--- config.mk ---
export PLATFORM = sky130hd
export DESIGN_NAME = apb_mc_ctrl_slave
export DESIGN_NICKNAME = d
export VERILOG_FILES = /design/src/rtl/apb_mc_ctrl_slave.sv
export SDC_FILE = /design/constraint.sdc
export NUM_CORES = 1
export LEC_CHECK = 0
export BUFFER_PORTS_ARGS = -buffer_cell sky130_fd_sc_hd__buf_2
export CAP_MARGIN = 40
export CORE_MARGIN = 1.5
export CORE_UTILIZATION = 30
export CTS_CLUSTER_SIZE = 10
export DETAILED_ROUTE_END_ITERATION = 8
export GPL_ROUTABILITY_DRIVEN = 0
export HOLD_SLACK_MARGIN = 0.12
export PLACE_DENSITY_LB_ADDON = 0.05
export SLEW_MARGIN = 20
export SYNTH_ARGS = -nofsm -noshare
export SYNTH_HDL_FRONTEND = slang
export SYNTH_SLANG_ARGS = --single-unit
--- constraint.sdc ---
create_clock -name pclk_i -period 2.72 [get_ports pclk_i]
set_input_delay 0.544 -clock pclk_i [delete_from_list [all_inputs] [get_ports pclk_i]]
set_output_delay 0.544 -clock pclk_i [all_outputs]
set_load 0.02 [all_outputs]
--- src/rtl/apb_mc_ctrl_slave.sv ---
// APB4 register slave for the memory controller: per-rank MRW/MRR/PPR request
// handshakes, W1C done status, PPR pass/fail latch and a maskable interrupt.
module apb_mc_ctrl_slave #(
    parameter int APB_ADDRWIDTH = 16,
    parameter int APB_DATAWIDTH = 32,
    parameter int NB_RANK       = 4,
    parameter int WAIT_STATES   = 0
) (
    input  logic                       pclk_i,
    input  logic                       prst_ni,
    input  logic [APB_ADDRWIDTH-1:0]   paddr_i,
    input  logic                       psel_i,
    input  logic                       penable_i,
    input  logic                       pwrite_i,
    input  logic [APB_DATAWIDTH-1:0]   pwdata_i,
    input  logic [APB_DATAWIDTH/8-1:0] pstrb_i,
    output logic                       pready_o,
    output logic [APB_DATAWIDTH-1:0]   prdata_o,
    output logic                       pslverr_o,
    input  logic [NB_RANK-1:0]         mrw_done_status_i,
    input  logic [NB_RANK-1:0]         mrr_done_status_i,
    input  logic [NB_RANK-1:0]         ppr_done_status_i,
    input  logic [NB_RANK-1:0]         ppr_status_i,
    output logic [NB_RANK-1:0]         rank_mrw_o,
    output logic [NB_RANK-1:0]         rank_mrr_o,
    output logic [NB_RANK-1:0]         ppr_en_o,
    output logic                       mc_intr_o
);

    localparam int NB_BYTE = APB_DATAWIDTH / 8;
    localparam int LSB     = $clog2(NB_BYTE);
    localparam logic [APB_ADDRWIDTH-1:0] ALIGN_MASK = APB_ADDRWIDTH'((1 << LSB) - 1);

    typedef enum logic [1:0] {ST_IDLE, ST_SETUP, ST_ACCESS} state_e;

    state_e     state_q, state_d;
    logic [2:0] cnt_q, cnt_d;
    logic       pready;

    always_ff @(posedge pclk_i or negedge prst_ni) begin
        if (!prst_ni) begin
            state_q <= ST_IDLE;
            cnt_q   <= 3'd0;
        end else begin
            state_q <= state_d;
            cnt_q   <= cnt_d;
        end
    end

    always_comb begin
        state_d = state_q;
        cnt_d   = cnt_q;
        case (state_q)
            ST_IDLE: begin
                if (psel_i && !penable_i) state_d = ST_SETUP;
            end
            ST_SETUP: begin
                if (psel_i) begin
                    state_d = ST_ACCESS;
                    cnt_d   = 3'(WAIT_STATES);
                end else begin
                    state_d = ST_IDLE;
                end
            end
            ST_ACCESS: begin
                if (cnt_q != 3'd0)               cnt_d   = cnt_q - 3'd1;
                else if (psel_i && !penable_i)   state_d = ST_SETUP;
                else                             state_d = ST_IDLE;
            end
            default: state_d = ST_IDLE;
        endcase
    end

    always_comb begin
        pready = (state_q == ST_ACCESS) && (cnt_q == 3'd0);
    end

    logic [APB_ADDRWIDTH-1:0] idx;
    logic [2:0]               idx3;
    logic                     addr_err;
    logic                     wr_en;
    logic [7:0]               wr_sel;
    logic [APB_DATAWIDTH-1:0] wmask;
    logic [APB_DATAWIDTH-1:0] wr_bits;
    logic [NB_RANK-1:0]       wr_rank;
    logic                     unused_wr;

    assign idx       = paddr_i >> LSB;
    assign idx3      = idx[2:0];
    assign addr_err  = (|(paddr_i & ALIGN_MASK)) || (idx > APB_ADDRWIDTH'(7));
    assign wr_en     = pready && psel_i && pwrite_i && !addr_err;
    assign wr_sel    = wr_en ? (8'd1 << idx3) : 8'd0;
    assign wr_bits   = pwdata_i & wmask;
    assign wr_rank   = wr_bits[NB_RANK-1:0];
    assign unused_wr = ^wr_bits;

    always_comb begin
        wmask = '0;
        for (int b = 0; b < NB_BYTE; b++) wmask[b*8 +: 8] = {8{pstrb_i[b]}};
    end

    logic               ie_q, ie_d;
    logic               intr_q, intr_d;
    logic [NB_RANK-1:0] pend_mrw_q, pend_mrw_d, pend_mrr_q, pend_mrr_d, pend_ppr_q, pend_ppr_d;
    logic [NB_RANK-1:0] done_mrw_q, done_mrw_d, done_mrr_q, done_mrr_d, done_ppr_q, done_ppr_d;
    logic [NB_RANK-1:0] stat_q, stat_d;
    logic [NB_RANK-1:0] acc_mrw, acc_mrr, acc_ppr;
    logic               srst;

    // A done pulse only counts for a rank that actually has a request pending.
    assign acc_mrw = mrw_done_status_i & pend_mrw_q;
    assign acc_mrr = mrr_done_status_i & pend_mrr_q;
    assign acc_ppr = ppr_done_status_i & pend_ppr_q;
    assign srst    = wr_sel[0] && wr_bits[4];

    always_comb begin
        ie_d       = (wr_sel[0] && pstrb_i[0]) ? pwdata_i[0] : ie_q;
        pend_mrw_d = (pend_mrw_q & ~acc_mrw) | ({NB_RANK{wr_sel[1]}} & wr_rank & ~pend_mrw_q);
        pend_mrr_d = (pend_mrr_q & ~acc_mrr) | ({NB_RANK{wr_sel[2]}} & wr_rank & ~pend_mrr_q);
        pend_ppr_d = (pend_ppr_q & ~acc_ppr) | ({NB_RANK{wr_sel[3]}} & wr_rank & ~pend_ppr_q);
        done_mrw_d = (done_mrw_q & ~({NB_RANK{wr_sel[4]}} & wr_rank)) | acc_mrw;
        done_mrr_d = (done_mrr_q & ~({NB_RANK{wr_sel[5]}} & wr_rank)) | acc_mrr;
        done_ppr_d = (done_ppr_q & ~({NB_RANK{wr_sel[6]}} & wr_rank)) | acc_ppr;
        stat_d     = (stat_q & ~acc_ppr) | (ppr_status_i & acc_ppr);
        intr_d     = ie_q && (|(done_mrw_q | done_mrr_q | done_ppr_q));
        if (srst) begin
            ie_d       = 1'b0;
            intr_d     = 1'b0;
            pend_mrw_d = '0;
            pend_mrr_d = '0;
            pend_ppr_d = '0;
            done_mrw_d = '0;
            done_mrr_d = '0;
            done_ppr_d = '0;
            stat_d     = '0;
        end
    end

    always_ff @(posedge pclk_i or negedge prst_ni) begin
        if (!prst_ni) begin
            ie_q       <= 1'b0;
            intr_q     <= 1'b0;
            pend_mrw_q <= '0;
            pend_mrr_q <= '0;
            pend_ppr_q <= '0;
            done_mrw_q <= '0;
            done_mrr_q <= '0;
            done_ppr_q <= '0;
            stat_q     <= '0;
        end else begin
            ie_q       <= ie_d;
            intr_q     <= intr_d;
            pend_mrw_q <= pend_mrw_d;
            pend_mrr_q <= pend_mrr_d;
            pend_ppr_q <= pend_ppr_d;
            done_mrw_q <= done_mrw_d;
            done_mrr_q <= done_mrr_d;
            done_ppr_q <= done_ppr_d;
            stat_q     <= stat_d;
        end
    end

    logic [APB_DATAWIDTH-1:0] rdata;

    always_comb begin
        rdata = '0;
        case (idx3)
            3'd0: rdata[0]         = ie_q;
            3'd1: rdata[NB_RANK-1:0] = pend_mrw_q;
            3'd2: rdata[NB_RANK-1:0] = pend_mrr_q;
            3'd3: rdata[NB_RANK-1:0] = pend_ppr_q;
            3'd4: rdata[NB_RANK-1:0] = done_mrw_q;
            3'd5: rdata[NB_RANK-1:0] = done_mrr_q;
            3'd6: rdata[NB_RANK-1:0] = done_ppr_q;
            default: rdata[NB_RANK-1:0] = stat_q;
        endcase
    end

    assign pready_o   = pready;
    assign pslverr_o  = pready && addr_err;
    assign prdata_o   = (pready && !addr_err) ? rdata : '0;
    assign rank_mrw_o = pend_mrw_q;
    assign rank_mrr_o = pend_mrr_q;
    assign ppr_en_o   = pend_ppr_q;
    assign mc_intr_o  = intr_q;

endmodule
# ---- After elaboration in Yosys (flattened, before gate mapping)
# Index checks and enable logic that the tools add are counted.
# W data, S select, Z words.
dict set report classes {
  add_sub_neg 1
  n_lt_le_gt_ge 1
  eq_ne 12
  shift 1
  n_mux 22
  n_bitwise 39
  reduce_logical 23
}
# op n
set ops {}
lappend ops {{$and A4 B4 Y4} 20}
lappend ops {{$not A4 Y4} 9}
lappend ops {{$or A4 B4 Y4} 9}
lappend ops {{$mux W4} 8}
lappend ops {{$pmux W3 S7} 1}
lappend ops {{$gt A14 B3 Y1 const B} 1}
lappend ops {{$logic_and A1 B1 Y1} 10}
lappend ops {{$eq A3 B3 Y1 const B} 3}
lappend ops {{$ne A2 B2 Y1 const B} 4}
lappend ops {{$mux W7} 1}
lappend ops {{$pmux W1 S7} 1}
lappend ops {{$shl A1 B3 Y7 const A} 1}
lappend ops {{$eq A3 B2 Y1 const B} 2}
lappend ops {{$logic_not A3 Y1} 2}
lappend ops {{$mux W2} 3}
lappend ops {{$mux W3} 2}
lappend ops {{$pmux W2 S3} 1}
lappend ops {{$pmux W3 S2} 1}
lappend ops {{$and A5 B5 Y5} 1}
lappend ops {{$mux W1} 4}
lappend ops {{$reduce_bool A2 Y1} 2}
lappend ops {{$reduce_or A4 Y1} 1}
lappend ops {{$eq A3 B1 Y1 const B} 1}
lappend ops {{$reduce_and A3 Y1} 1}
lappend ops {{9 further kinds} 10}
dict set report word_totals {
  ff_bits 35
  input_bits 73
  output_inout_bits 47
  word_cells 110
}

# ---- Logic depth before layout (Yosys ltp)
# Gate-level depths: netlist of the first run.
dict set report logic_depth {
  depth_word 11
  mapped_depth 10
  ltp_nobuf 8
}

# ---- Worst setup path after synthesis of the first run
# No wires, ideal clock.
dict set report synth_path {
  path_type {input -> output}
  from {input paddr_i[9]}
  to {output prdata_o[1]}
  arrival_ns 2.453
  t_required_ns 2.176
  slack_ns -0.277
  path_stages 5
  path_buffers 1
  path_cell_list {or4_4 -> or4_4 -> buf_6 -> nor3_1 -> nor3b_1}
}
dict set report synth_via {
  elab_chain_cells 5
}
# element line
set synth_lines {}
lappend synth_lines {{start: declaration} 11} ;# input logic [APB_ADDRWIDTH-1:0] paddr_i,
lappend synth_lines {{$gt A14 B3 Y1} 90} ;# assign addr_err = (|(paddr_i & ALIGN_MASK)) || (idx > APB_ADDRWIDTH'(7));
lappend synth_lines {{$logic_or A1 B1 Y1} 90}
lappend synth_lines {{$logic_not A1 Y1} 181} ;# assign prdata_o = (pready && !addr_err) ? rdata : '0;
lappend synth_lines {{$logic_and A1 B1 Y1} 181}
lappend synth_lines {{$mux W4} 181}
lappend synth_lines {{end: declaration} 18} ;# output logic [APB_DATAWIDTH-1:0] prdata_o,
# No other way between the ends.

# ---- Worst setup path in the final report of the first run
dict set report layout_path {
  from {input paddr_i[9]}
  to {output prdata_o[2]}
}
# Same word-level chain as after synthesis.

==> implementation parameters, run 1 <==
Parameter                              Value

Finish
  Number of standard cells in the layout, taps in and fillers out ... 432
  Final-layout fill cell count ... 790
  Core utilization of the finished layout ... 38.6%
  Final #Nets ... 407
  P&R area growth vs syn ... 23.1%
  Proportion of layout cells with a drive suffix above 1 ... 28.8%
  Number of diodes added for antenna fixing ... 0
  Layout Cell Area excl Fill ... 0.00284 mm²

Flow run
  Maximum Capacitance Violations ... 0

Timing
  Pin slew with the least headroom to its limit ... 0.628 ns
  Time the final worst path needs with I/O delays and setup ... 2.75 ns
  Final Cycle Share ... 101%
  Setup repair after global routing missed its margin ... true
  Final Hold Viols ... 0
  Clock Skews ... 0.00463 ns
  Slew headroom ... 58.1%
  Max-slew violations ... 0
  Final setup slack of the worst path ... -0.0324 ns
  Final setup viols ... 4
  FMAX ... 0.363 GHz

Worst setup path
  Type of element capturing the critical path ... output port
  CP required ... 2.18 ns
  Worst Setup Path Type ... primary input to output port
  CP Launch Type ... primary input
  Largest stage delay, worst path ... 0.52 ns
  Peak fanout along the critical path ... 4
  Category of cells accounting for the largest share of critical-path delay ... simple AND/OR/NAND/NOR gates
  Most common cell type on the critical path ... sky130_fd_sc_hd__buf_6
  Sequence of cells on the critical path ... buf_6 > or4_4 > or4_4 > nor3_4 > buf_6 > o311a_1 > buf_6
  Data arrival time of the worst path ... 2.21 ns
  Slowest CP cell ... sky130_fd_sc_hd__or4_4
  Sum of buffers and inverters on the critical path ... 3

Drt
  Antenna Nets Post-Route ... 0
  Routed length per instance ... 15.3 µm
  Routed vias/inst ... 4.93
  DRC ... 0
  Detailed-route via count ... 2130
  Number of iterations in the first detailed-routing pass ... 4
  Initial DRC count ... 97
  Final routed wirelength across all metal layers ... 6.63 mm

Clock network
  Max clock buf depth ... 2
  Clock buffers created by TritonCTS ... 5
  Number of clock sinks ... 35
  Clock-pin slew on the worst setup and hold paths ... 0.07 ns
  H-tree level count ... 2
  Root Buffer Master ... sky130_fd_sc_hd__clkbuf_8
  CTS hold repair buffers ... 0
  Clock tree from TritonCTS ... done
  Clock latency of the later-clocked register in the worst-skew pair ... 0.28 ns

Synth
  Post-synthesis sequential element count ... 35
  Most used standard cells in the synthesized netlist ... 35 x sky130_fd_sc_hd__dfrtp_1, 31 x sky130_fd_sc_hd__nand2_1, 29 x sky130_fd_sc_hd__buf_4
  Unique masters post-synth ... 50
  Area fraction of the dominant cell type after synthesis ... 37.9%
  Top cells by area in the synthesized netlist ... sky130_fd_sc_hd__dfrtp_1 38%, sky130_fd_sc_hd__buf_4 9.4%, sky130_fd_sc_hd__a21oi_1 6.1%, sky130_fd_sc_hd__nand2_1 5.0%, sky130_fd_sc_hd__o41ai_1 4.6%
  Library cell with the largest summed area after synthesis ... sky130_fd_sc_hd__dfrtp_1
  Proportion of register bits with asynchronous set or reset after synthesis ... 100%
  Primary FF master, synth ... sky130_fd_sc_hd__dfrtp_1
  Synthesized area per cell ... 8.68 µm²
  Most used standard cell by instance count after synthesis ... sky130_fd_sc_hd__dfrtp_1
  Synthesized instance count ... 266
  Number of synthesized flops with an enable pin ... 0
  Number of synthesis warnings ... 0
  Post-Syn Area ... 0.00231 mm²
  Seq/Total Area, Yosys ... 37.9%

Global routing
  Largest net degree at the start of global routing ... 30
  Number of antenna violations at the first check in global routing ... 0
  Vias in the first global route ... 2180
  Global-route wire length before repair ... 10.9 mm
  Grt ovf ... 0
  GRT Overall Usage ... 16.9%

Placement
  Total cell area at the placement stage ... 0.00269 mm²
  Number of port buffers ... 61
  Inst Count DP ... 421
  Estimated wirelength of the detail-placed design ... 4.94 mm

Power
  Post-layout power ... 1040 µW
  Power per unit of standard cell area ... 366 mW/mm²
  Leakage ... 0.00134 µW
  Peak ir drop on the vdd network ... 247 µV

Floorplanning
  Core region area ... 0.00737 mm²
  Height of the die ... 90.7 µm
  Initial Utilization ... 31.3%
  I/O Pins ... 120
  Die boundary width ... 90.7 µm
  # rows ... 31
  Die ar. ... 0.00823 mm²

Outcome
  Run status ... finished, violations left
  Failing checks ... negative setup slack

Min path
  Class of the worst hold path ... primary input to asynchronous set/reset pin
layer usage:
layer  GRT usage (%)  up-vias  part of all wire (%)
li1                -     1041                     -
met1            20.8     1016                    45
met2            29.4       67                    49
met3            3.20        6                   4.5
met4            5.95        0                   1.2
met5               0        -                     0
power by group:
part           total, µW  switching (µW)  internal [µW]
sequential           524            2.11            521
clock                371             191            180
combinational        147            98.9           48.1
per-stage QoR:
step / worst slack [ns] / TNS [ns] / hold WS, ns
6_report: -0.0324 / -0.0793 / 0.190
5_1_grt: -0.0936 / -0.290 / 0.220
4_1_cts: -0.0597 / -0.159 / 0.209
3_5_place_dp: -0.102 / -0.365 / 0.504
3_3_place_gp: -0.0839 / -0.286 / 0.500
2_1_floorplan: 0.0506 / 0 / 0.248
worst paths after layout:
check,start,endpoint,slack (ns),cells past startpoint
hold / removal,prst_ni,rank_mrr_o[3],0.19,1
hold reg to reg,cnt_q[2],cnt_q[2],0.51,1
setup / recovery,paddr_i[9],prdata_o[2],-0.03,7
setup reg to reg,cnt_q[0],ppr_en_o[3],0.25,10
min in group pclk_i,mrw_done_status_i[2],done_mrw_q[2],0.49,3
max in group asynchronous,prst_ni,rank_mrw_o[1],2.07,2
worst reg2reg max path: stages (launching register included):
cell and delay (ns):
sky130_fd_sc_hd__dfrtp_1 0.39, sky130_fd_sc_hd__inv_2 0.09, sky130_fd_sc_hd__ha_4 0.14, sky130_fd_sc_hd__inv_1 0.04, sky130_fd_sc_hd__or4b_4 0.53, sky130_fd_sc_hd__buf_4 0.16, sky130_fd_sc_hd__inv_2 0.06, sky130_fd_sc_hd__nand4_1 0.08
sky130_fd_sc_hd__buf_4 0.22, sky130_fd_sc_hd__or4_4 0.55, sky130_fd_sc_hd__a21oi_2 0.14
sequential cells by signal, indices dropped and copies added (netlist names):
name,count
done_mrr_q,4
done_mrw_q,4
done_ppr_q,4
ppr_en_o,4
rank_mrr_o,4
rank_mrw_o,4
stat_q,4
cnt_q,3
state_q,2
ie_q,1
mc_intr_o,1
cells in the final DEF (no fill, tap or decap), types with 3 or more instances in the layout:
cell                        n
sky130_fd_sc_hd__dfrtp_1   35
sky130_fd_sc_hd__inv_2      3
sky130_fd_sc_hd__nor3_1     4
sky130_fd_sc_hd__a21oi_1   28
sky130_fd_sc_hd__nand3_1   14
sky130_fd_sc_hd__buf_6      6
sky130_fd_sc_hd__nand3b_1   4
sky130_fd_sc_hd__nand4_1    7
sky130_fd_sc_hd__clkbuf_8   5
sky130_fd_sc_hd__nand2b_1  14
sky130_fd_sc_hd__o21ai_0    6
sky130_fd_sc_hd__o41ai_1   12
sky130_fd_sc_hd__conb_1    28
sky130_fd_sc_hd__mux2i_1    5
sky130_fd_sc_hd__nor4_1     4
sky130_fd_sc_hd__nand2_1   31
sky130_fd_sc_hd__nor2_1    16
sky130_fd_sc_hd__buf_4      8
sky130_fd_sc_hd__nor2b_1    5
sky130_fd_sc_hd__buf_2     56
sky130_fd_sc_hd__or4_4      3
repair_timing:
action | 4_1_cts | 5_1_grt
endpoints found under the setup margin | 4 | 4
setup buffers | 0 | 3
gates resized for setup | 12 | 3
pin swaps | 0 | 2
area by class of cell:
| cell class | instances | area (µm²) | area share (%) |
|---|---|---|---|
| inverter | 4 | 15.0 | 0.528 |
| clock inverter | 1 | 5.00 | 0.176 |
| sequential | 35 | 876 | 30.8 |
| tap | 99 | 124 | 4.36 |
| multi-input combinational | 214 | 1290 | 45.4 |
| timing repair buffer | 72 | 455 | 16.0 |
| clock buffer | 7 | 76.3 | 2.68 |
cells by family (layout without fill, tap and decap cells):
| group | count (synthesis) | in the layout | share of synthesized area, % |
|---|---|---|---|
| buffers and inverters | 44 | 84 | 12.4 |
| adder cells (fa/ha/maj) | 2 | 2 | 1.08 |
| XOR/XNOR | 1 | 1 | 0.379 |
| multiplexers | 7 | 7 | 3.63 |
| AO/OA/AOI/OAI | 60 | 60 | 17.0 |
| AND/OR/NAND/NOR | 116 | 116 | 27.5 |
| other | 1 | 28 | 0.162 |
| flip-flops | 35 | 35 | 37.9 |
Note: power is estimated with default switching activity, not from simulation.
==> inputs of run 2 (changes only) <==
--- a/config.mk
+++ b/config.mk
@@ -7,8 +7,10 @@
 export LEC_CHECK = 0
 export BUFFER_PORTS_ARGS = -buffer_cell sky130_fd_sc_hd__buf_2
 export CAP_MARGIN = 40
+export CELL_PAD_IN_SITES_DETAIL_PLACEMENT = 1
+export CELL_PAD_IN_SITES_GLOBAL_PLACEMENT = 2
 export CORE_MARGIN = 1.5
-export CORE_UTILIZATION = 30
+export CORE_UTILIZATION = 22
 export CTS_CLUSTER_SIZE = 10
 export DETAILED_ROUTE_END_ITERATION = 8
 export GPL_ROUTABILITY_DRIVEN = 0
==> implementation parameters, run 2 (same netlist as run 1, synthesis figures left out) <==
Parameter                              Value

Outcome
  Run status ... finished, violations left
  Failing checks ... negative setup slack

Finish
  Most common library cell in the layout ignoring fill and taps ... sky130_fd_sc_hd__buf_2
  Proportion of layout cells with a drive suffix above 1 ... 29.0% (+0.21 points)
  Final-layout fill cell count ... 1271 (+61%)
  Layout Cell Area excl Fill ... 0.00289 mm² (+1.6%)
  P&R area growth vs syn ... 25.0%
  Number of diodes added for antenna fixing ... 0 (unchanged)
  Commonest cells after routing, fill and taps aside ... 56 x sky130_fd_sc_hd__buf_2, 35 x sky130_fd_sc_hd__dfrtp_1, 31 x sky130_fd_sc_hd__nand2_1
  Final #Nets ... 408 (+0.25%)

Worst setup path
  Peak fanout along the critical path ... 4 (unchanged)
  Worst Setup Path Type ... primary input to output port
  CP Launch Type ... primary input
  Slowest CP cell ... sky130_fd_sc_hd__or4_4
  CP required ... 2.18 ns (about the same)
  Sequence of cells on the critical path ... buf_6 > or4_4 > or4_4 > nor3_2 > buf_4 > nor3b_4 > buf_6
  Largest stage delay, worst path ... 0.52 ns (about the same)
  Data arrival time of the worst path ... 2.24 ns (+0.03 ns)
  Type of element capturing the critical path ... output port

Placement
  Minimum setup slack after placement ... -0.116 ns (-0.0138 ns)
  Number of port buffers ... 61 (unchanged)
  Total cell area at the placement stage ... 0.00275 mm² (+2.3%)
  Estimated wirelength of the detail-placed design ... 6.06 mm (+23%)

Clock network
  Clock tree from TritonCTS ... done
  Root Buffer Master ... sky130_fd_sc_hd__clkbuf_8
  H-tree level count ... 2 (unchanged)
  CTS hold repair buffers ... 0 (unchanged)
  Clock-pin slew on the worst setup and hold paths ... 0.08 ns (about the same)
  Clock latency of the later-clocked register in the worst-skew pair ... 0.29 ns (about the same)
  Max clock buf depth ... 2 (unchanged)
  Clock buffers created by TritonCTS ... 5 (unchanged)
  Number of clock sinks ... 35 (unchanged)

Global routing
  Largest net degree at the start of global routing ... 28 (-6.7%)
  GRT Overall Usage ... 15.0% (-2.0 points)
  Vias in the first global route ... 2332 (+7.0%)
  Grt ovf ... 0 (unchanged)
  Number of antenna violations at the first check in global routing ... 0 (unchanged)
  Global-route wire length before repair ... 12.9 mm (+18%)

Power
  Post-layout power ... 1060 µW (+1.6%)
  Leakage ... 0.00132 µW (-1.4%)
  Peak ir drop on the vdd network ... 145 µV (-41%)
  Power per unit of standard cell area ... 367 mW/mm² (about the same)

Drt
  Number of iterations in the first detailed-routing pass ... 4 (unchanged)
  DRC ... 0 (unchanged)
  Routed length per instance ... 17.0 µm (+11%)
  Initial DRC count ... 100 (+3.1%)
  Final routed wirelength across all metal layers ... 7.97 mm (+20%)
  Routed vias/inst ... 4.63 (-6.1%)
  Antenna Nets Post-Route ... 0 (unchanged)
  Detailed-route via count ... 2177 (+2.2%)

Timing
  Max-slew violations ... 0 (unchanged)
  Pin slew with the least headroom to its limit ... 0.582 ns (-0.0461 ns)
  Final setup viols ... 4 (unchanged)
  Final Hold Viols ... 0 (unchanged)
  FMAX ... 0.359 GHz (-1.3%)
  Final Cycle Share ... 103% (+1.3 points)
  Setup repair after global routing missed its margin ... true
  Post-Route Setup TNS ... -0.231 ns (-0.151 ns)
  Clock Skews ... 0.00652 ns (+0.00189 ns)
  Slew headroom ... 61.2% (+3.2 points)
  Final setup slack of the worst path ... -0.0687 ns (-0.0363 ns)
  Time the final worst path needs with I/O delays and setup ... 2.79 ns (+0.0363 ns)

Floorplanning
  Initial Utilization ... 22.5% (-8.9 points)
  # rows ... 37 (+19%)
  Core region area ... 0.0103 mm² (+39%)
  Height of the die ... 105 µm (+16%)
  Die boundary width ... 105 µm (+16%)
  I/O Pins ... 120 (unchanged)
  Die ar. ... 0.0111 mm² (+35%)

Min path
  Class of the worst hold path ... primary input to asynchronous set/reset pin

Flow run
  Maximum Capacitance Violations ... 0 (unchanged)
==> run 2: timing repair <==
| action | 4_1_cts | 5_1_grt |
|---|---|---|
| pin swaps | 1 | 1 |
| endpoints found under the setup margin | 4 | 4 |
| buffers inserted | 0 | 2 |
| gates resized for setup | 10 | 2 |
==> run 2: per-stage QoR <==
step / instances / hold WS, ns / util, %
6_report: 470 / 0.253 / 28.1
4_1_cts: 468 / 0.271 / 27.8
2_1_floorplan: 293 / 0.248 / -
3_3_place_gp: 459 / 0.502 / 26.5
3_5_place_dp: 460 / 0.509 / 26.7
5_1_grt: 470 / 0.289 / 28.1
==> run 2: where the power goes <==
group          internal (µW)  total [µW]  switching [µW]  leakage, µW
clock network            180         383             202    0.0000422
logic                   49.0         153             104     0.000787
registers                521         524            2.37     0.000488
total                    751        1060             308      0.00132
==> run 2: critical path, delay by kind of cell <==
family | cells | cell delay (ns)
simple gates | 4 | 1.30
buf+inv | 3 | 0.40
==> run 2: final cells by class <==
| class | instances | area (µm²) | share of cell area, % |
|---|---|---|---|
| clock inverters | 1 | 5.00 | 0.173 |
| clock buffers | 7 | 76.3 | 2.64 |
| flip-flops and latches | 35 | 876 | 30.3 |
| well taps | 136 | 170 | 5.89 |
| multi-input cells | 214 | 1290 | 44.5 |
| inverters | 4 | 15.0 | 0.520 |
| repair buffers | 73 | 459 | 15.9 |
==> run 2: path summary, 6_finish.rpt <==
kind	slack (ns)	cells after the start	to	start
worst max-delay path	-0.07	7	prdata_o[1]	paddr_i[9]
worst min-delay path	0.25	1	state_q[0]	prst_ni
worst max register to register	0.33	9	rank_mrw_o[2]	cnt_q[0]
worst min register to register	0.52	1	cnt_q[2]	cnt_q[2]
max in group asynchronous	1.97	2	done_mrr_q[2]	prst_ni
min in group pclk_i	0.50	3	done_mrw_q[1]	mrw_done_status_i[1]
==> run 2: layer usage <==
metal / wire, µm / vias up / track usage, %
met1: 3890 / 1077 / 20.7
li1: - / 1043 / -
met4: 38 / 0 / 2.64
met3: 318 / 2 / 2.41
met5: 0 / - / 0
met2: 3730 / 55 / 24.8
